`config.mk`:
```
export PLATFORM = sky130hd
export DESIGN_NAME = fetch_stage_flat
export DESIGN_NICKNAME = d
export VERILOG_FILES = /design/src/rtl/lc3b_pipe_pkg.sv /design/src/rtl/fetch_stage_if.sv /design/src/rtl/fetch_redirect_fsm.sv /design/src/rtl/fetch_stage.sv /design/src/flat_wrapper.sv
export SDC_FILE = /design/constraint.sdc
export NUM_CORES = 1
export LEC_CHECK = 0
export CAP_MARGIN = 15
export CELL_PAD_IN_SITES_DETAIL_PLACEMENT = 1
export CELL_PAD_IN_SITES_GLOBAL_PLACEMENT = 1
export CORE_AREA = 2 2 100 102
export DETAILED_ROUTE_END_ITERATION = 6
export DIE_AREA = 0 0 102 104
export PLACE_DENSITY = 0.87
export RECOVER_POWER = 100
export SLEW_MARGIN = 20
export SYNTH_ARGS = -nofsm -noshare
export SYNTH_HDL_FRONTEND = slang
export SYNTH_SLANG_ARGS = --single-unit
```
`constraint.sdc`:
```
create_clock -name clk -period 2.9 [get_ports clk]
set_clock_uncertainty 0.05 [all_clocks]
set_input_delay 0.725 -clock clk [delete_from_list [all_inputs] [get_ports clk]]
set_output_delay 0.725 -clock clk [all_outputs]
set_load 0.01 [all_outputs]
```
`src/rtl/lc3b_pipe_pkg.sv`:
```
// Shared types and constants for the LC-3b pipeline fetch stage.
package lc3b_pipe_pkg;

    localparam logic [15:0] LC3B_RESET_PC = 16'h3000;

    typedef enum logic [1:0] {
        PCMUX_NONE   = 2'b00,
        PCMUX_TARGET = 2'b01,
        PCMUX_TRAP   = 2'b10
    } pcmux_e;

    typedef enum logic {
        FE_FETCH,
        FE_DRAIN
    } fe_state_e;

    typedef enum logic [1:0] {
        PCSEL_HOLD,
        PCSEL_INC,
        PCSEL_RTGT,
        PCSEL_PEND
    } pcsel_e;

    // The reserved encoding 11 behaves like "no redirect".
    function automatic logic is_redirect(input logic [1:0] pcmux);
        return (pcmux == PCMUX_TARGET) || (pcmux == PCMUX_TRAP);
    endfunction

endpackage

```
`src/rtl/fetch_stage_if.sv`:
```
// Instruction-memory request/ready handshake between the fetch stage and the I-cache.
interface fetch_stage_if;

    logic        ic_req;
    logic [15:0] ic_addr;
    logic [15:0] ic_rdata;
    logic        ic_ready;

    modport master (
        output ic_req,
        output ic_addr,
        input  ic_rdata,
        input  ic_ready
    );

    modport slave (
        input  ic_req,
        input  ic_addr,
        output ic_rdata,
        output ic_ready
    );

endinterface

```
`src/rtl/fetch_redirect_fsm.sv`:
```
// Tracks whether the in-flight I-memory access is stale after a redirect and
// chooses where the PC goes next.
module fetch_redirect_fsm
    import lc3b_pipe_pkg::*;
(
    input  logic        clk,
    input  logic        reset,
    input  logic        redir,
    input  logic [15:0] rtgt,
    input  logic        ic_ready,
    input  logic        advance,
    output pcsel_e      pc_sel,
    output logic        discard,
    output logic [15:0] pend_pc
);

    fe_state_e state;

    always_ff @(posedge clk) begin
        if (reset) begin
            state   <= FE_FETCH;
            pend_pc <= 16'h0000;
        end else begin
            case (state)
                FE_FETCH: begin
                    if (redir && !ic_ready) begin
                        pend_pc <= rtgt;
                        state   <= FE_DRAIN;
                    end
                end
                FE_DRAIN: begin
                    if (redir) pend_pc <= rtgt;
                    if (ic_ready) state <= FE_FETCH;
                end
                default: state <= FE_FETCH;
            endcase
        end
    end

    // While draining, a redirect arriving with the completing access is the newest and wins.
    always_comb begin
        pc_sel  = PCSEL_HOLD;
        discard = redir || (state == FE_DRAIN);
        if (state == FE_FETCH) begin
            if (redir) begin
                if (ic_ready) pc_sel = PCSEL_RTGT;
            end else if (ic_ready && advance) begin
                pc_sel = PCSEL_INC;
            end
        end else if (ic_ready) begin
            pc_sel = redir ? PCSEL_RTGT : PCSEL_PEND;
        end
    end

endmodule

```
`src/rtl/fetch_stage.sv`:
```
// LC-3b FE stage: owns the PC, issues fetches and loads the FE->DE latches,
// honouring stalls and MEM-stage redirects.
module fetch_stage
    import lc3b_pipe_pkg::*;
#(
    parameter logic [15:0] RESET_PC = LC3B_RESET_PC
)
(
    input  logic          clk,
    input  logic          reset,
    fetch_stage_if.master ic,
    input  logic          dep_stall,
    input  logic          mem_stall,
    input  logic          v_de_br_stall,
    input  logic          v_agex_br_stall,
    input  logic          v_mem_br_stall,
    input  logic [1:0]    mem_pcmux,
    input  logic [15:0]   target_pc,
    input  logic [15:0]   trap_pc,
    output logic [15:0]   de_npc,
    output logic [15:0]   de_ir,
    output logic          de_v
);

    logic [15:0] pc;
    logic [15:0] pc_inc;
    logic [15:0] rtgt;
    logic [15:0] pend_pc;
    logic        ld_de;
    logic        brs;
    logic        redir;
    logic        discard;
    pcsel_e      pc_sel;

    assign ld_de  = !(dep_stall || mem_stall);
    assign brs    = v_de_br_stall || v_agex_br_stall || v_mem_br_stall;
    assign redir  = is_redirect(mem_pcmux);
    assign rtgt   = ((mem_pcmux == PCMUX_TRAP) ? trap_pc : target_pc) & 16'hFFFE;
    assign pc_inc = pc + 16'd2;

    assign ic.ic_req  = !reset;
    assign ic.ic_addr = pc;

    fetch_redirect_fsm u_redirect_fsm (
        .clk      (clk),
        .reset    (reset),
        .redir    (redir),
        .rtgt     (rtgt),
        .ic_ready (ic.ic_ready),
        .advance  (ld_de && !brs),
        .pc_sel   (pc_sel),
        .discard  (discard),
        .pend_pc  (pend_pc)
    );

    always_ff @(posedge clk) begin
        if (reset) begin
            pc <= RESET_PC;
        end else begin
            case (pc_sel)
                PCSEL_INC:  pc <= pc_inc;
                PCSEL_RTGT: pc <= rtgt;
                PCSEL_PEND: pc <= pend_pc;
                default:    pc <= pc;
            endcase
        end
    end

    // The latch loads whenever the pipe is not stalled; only a clean, current fetch is marked valid.
    always_ff @(posedge clk) begin
        if (reset) begin
            de_npc <= 16'h0000;
            de_ir  <= 16'h0000;
            de_v   <= 1'b0;
        end else if (ld_de) begin
            de_npc <= pc_inc;
            de_ir  <= ic.ic_rdata;
            de_v   <= ic.ic_ready && !brs && !discard;
        end
    end

    a_no_reserved_pcmux : assert property (@(posedge clk) disable iff (reset) mem_pcmux != 2'b11);

endmodule

```
`src/flat_wrapper.sv`:
```
// flat-port wrapper written by rule: the top's interface ports become plain ports
module fetch_stage_flat import lc3b_pipe_pkg::*;
#(
    parameter logic [15:0] RESET_PC = LC3B_RESET_PC
)
  (clk, reset, dep_stall, mem_stall, v_de_br_stall, v_agex_br_stall, v_mem_br_stall, mem_pcmux, target_pc, trap_pc, de_npc, de_ir, de_v, ic_ic_req, ic_ic_addr, ic_ic_rdata, ic_ic_ready);
  fetch_stage_if ic_i ();
  input  logic clk;
  input  logic reset;
  input  logic dep_stall;
  input  logic mem_stall;
  input  logic v_de_br_stall;
  input  logic v_agex_br_stall;
  input  logic v_mem_br_stall;
  input  logic [1:0] mem_pcmux;
  input  logic [15:0] target_pc;
  input  logic [15:0] trap_pc;
  output logic [15:0] de_npc;
  output logic [15:0] de_ir;
  output logic de_v;
  output wire logic [$bits(ic_i.ic_req)-1:0] ic_ic_req;
  output wire logic [$bits(ic_i.ic_addr)-1:0] ic_ic_addr;
  input wire logic [$bits(ic_i.ic_rdata)-1:0] ic_ic_rdata;
  input wire logic [$bits(ic_i.ic_ready)-1:0] ic_ic_ready;
  assign ic_ic_req = ic_i.ic_req;
  assign ic_ic_addr = ic_i.ic_addr;
  assign ic_i.ic_rdata = ic_ic_rdata;
  assign ic_i.ic_ready = ic_ic_ready;
  fetch_stage #(.RESET_PC(RESET_PC)) u_core (.clk(clk), .reset(reset), .ic(ic_i), .dep_stall(dep_stall), .mem_stall(mem_stall), .v_de_br_stall(v_de_br_stall), .v_agex_br_stall(v_agex_br_stall), .v_mem_br_stall(v_mem_br_stall), .mem_pcmux(mem_pcmux), .target_pc(target_pc), .trap_pc(trap_pc), .de_npc(de_npc), .de_ir(de_ir), .de_v(de_v));
endmodule
```
==> results.toml <==
[yosys]
yosys_register_bits = 63
ys_warn_count = 0
yosys.area.top_type_share = 0.419
synth_edf_count = 0
synth.largest_area_cell = "dfxtp_1"
netlist_instances = 370
synthMostInstantiatedCell = "dfxtp_1"
synth_ff_type = "dfxtp_1"
yosysSeqAreaShare = 0.419
syn_area_per_cell_um2 = 8.13
synth_area_leaders = "dfxtp_1, a21oi_1, a211oi_1"
netlist_area_um2 = 3010
synth_cell_types = 51
netlist_top_cells_count = "dfxtp_1, nand2_1, a21oi_1, nor2_1, a211oi_1"
ys_async_sr_fraction = 0

[floorplan]
rows = 36
die_w_um = 102
core_region_area_um2 = 9550
die_h_um = 104
io_pins = 108
floorplan.initialDensity = 0.315
dieArea_um2 = 10600

[timing]
finalCritPeriodShare = 0.906
fmax_mhz = 381
drv_slew = 0
setup_viol = 0
hold_viol = 0
fin_tns_setup_ps = 0
rsz0062_at_grt = "no"
fin_crit_ps = 2630
timing.slew.headroom = 0.294
worst_pin_slew_ps = 1060

[clocking]
cts_tree = "yes"
postCtsSetupBuffers = 0
insertion_delay_ps = 340
h-tree-depth = 3
max-clock-path-buffers = 2
clock-sinks = 63
numCtsBuffers = 9
cts_resized = 0
hold_buffers = 0
cts_root_buf = "clkbuf_8"
cts.clk_slew.worst_paths_ps = 60

[setup_path]
cp.arrival_ps = 2770
crit_chain = "dlygate4sd3_1 > inv_1 > ha_1 > buf_4 > a21oi_1 > clkbuf_1 > mux2i_1 > nor2_1"
critPathMaxFanout = 14
cp_slowest_cell = "dlygate4sd3_1"
crit_required_ps = 3050
critPathLaunchType = "primary input"
endpoint_kind = "flip-flop"
critical_path_class = "primary input to flip-flop"
max_stage_delay_ps = 520

[detailed_routing]
wirelength_mm = 9.48
num_vias = 3138
wl_per_cell_um = 15.5
drc = 0
first_iter_violations = 141
antenna_left = 0
first_pass_iters = 4
vias_per_cell = 5.14

[global_routing]
overflow = 0
grt_pass1_wl_mm = 15.5
grt_max_degree = 59
antenna_found_initial = 0
grt_pass1_vias = 3115
track_usage = 0.183

[layout]
syn_to_final_growth_pct = 44.7
nets = 535
nFillCells = 1169
layout-drive-gt1-share = 0.0669
antenna_cells = 0

[pwr]
pwr-share-clk = 0.300
power_uw = 2060
internal_power_uw = 1460
vdd_drop_max_mv = 0.150
switching_share = 0.291
powerDensity_nw_per_um2 = 474
p_comb_frac = 0.222
p_sw_uw = 601
seqPwrFrac = 0.478
leakagePower_uw = 0.00166

[placement]
gp_congestion = 0.802
dp_hpwl_mm = 7.19
port_buffers = 103

[status]
outcome = "finished clean"

[job]
max_cap_viol_count = 0

[hold_path]
hp-class = "flip-flop to flip-flop"
==> placed cells by master, fill, tap and decap left out, drive strengths merged, types with 2 or more instances in the layout <==
cell,count
a31oi,6
a2bb2oi,2
a21oi,39
clkinv,3
o21a,2
ha,2
buf,13
nand2,45
clkdlybuf4s50,52
nand4,2
dfxtp,63
and3,3
nand3,12
xnor2,12
o21ai,20
xor2,2
dlygate4sd3,50
nor3,17
o22ai,3
mux2i,15
nor2b,3
nor2,36
a211oi,25
inv,6
conb,2
nand2b,2
clkbuf,18
nor4,3
mux2,2
==> sequential cells by signal, indices dropped and copies added, names as in the netlist <==
name,flops
u_core.de_ir,16
u_core.de_npc,15
u_core.ic.ic_addr,15
u_core.u_redirect_fsm.pend_pc,15
u_core.de_v,1
u_core.u_redirect_fsm.state,1
==> critical path, delay by kind of cell <==
kind | cells | cell delay, ps
buf+inv | 4 | 1220
fa+ha+maj | 1 | 360
mux | 1 | 240
compound gates | 1 | 170
simple gates | 1 | 60
==> layer usage <==
metal  vias to the layer above  part of all wire  GRT usage
met5                         -                 0          0
met4                         0             0.022     0.0629
met3                        16             0.043     0.0390
met2                        82              0.50      0.304
li1                       1533                 -          -
met1                      1507              0.44      0.234
==> power by group through the flow <==
| stage | sequential [uW] | clock (uW) | combinational [uW] |
|---|---|---|---|
| after floorplan | 1010 | 0 | 220 |
| after global placement | 1000 | 0 | 461 |
| after detailed placement | 1010 | 0 | 479 |
| after CTS | 988 | 631 | 482 |
| after global routing | 996 | 680 | 502 |
| final | 986 | 620 | 458 |
==> metrics by stage <==
| step | util | area [um2] | hold WS (ps) | instances | worst slack, ps |
|---|---|---|---|---|---|
| finish | 0.456 | 4360 | 402 | 611 | 273 |
| global route | 0.456 | 4360 | 425 | 611 | 128 |
| CTS | 0.459 | 4380 | 409 | 611 | 414 |
| detailed placement | 0.444 | 4240 | 401 | 597 | 74.8 |
| global placement | 0.444 | 4240 | 392 | 597 | 143 |
| floorplan | - | 3010 | 409 | 371 | 517 |
==> final timing paths <==
path / start / end / slack [ps] / cells after the start
setup reg to reg: u_core.ic.ic_addr[1] / u_core.ic.ic_addr[13] / 700 / 6
hold reg to reg: u_core.de_ir[12] / u_core.de_ir[12] / 400 / 2
hold / removal: u_core.de_ir[12] / u_core.de_ir[12] / 400 / 2
setup / recovery: mem_pcmux[0] / u_core.u_redirect_fsm.pend_pc[5] / 270 / 8
==> cells by family (layout without fill, tap and decap cells) <==
group,Yosys count,in the layout,share of synthesized area
and+or+nand+nor,129,129,0.198
other,1,2,0.00125
xor gates and xnor gates,14,14,0.0407
DFF,63,63,0.419
muxes,17,17,0.0574
adders and majority gates,2,2,0.00831
AOI/OAI and AO/OA,109,109,0.228
buffers and inverters,35,142,0.0478
==> area by class of cell <==
type	count	area, um2	area share
Clock buffer	12	135	0.0310
Inverter	7	26.3	0.00603
Tap cell	133	166	0.0382
Multi-Input combinational cell	273	1600	0.368
Clock inverter	2	10.0	0.00230
Timing Repair Buffer	121	1150	0.265
Sequential cell	63	1260	0.290
No activity file was read; power rests on OpenSTA's default activity.
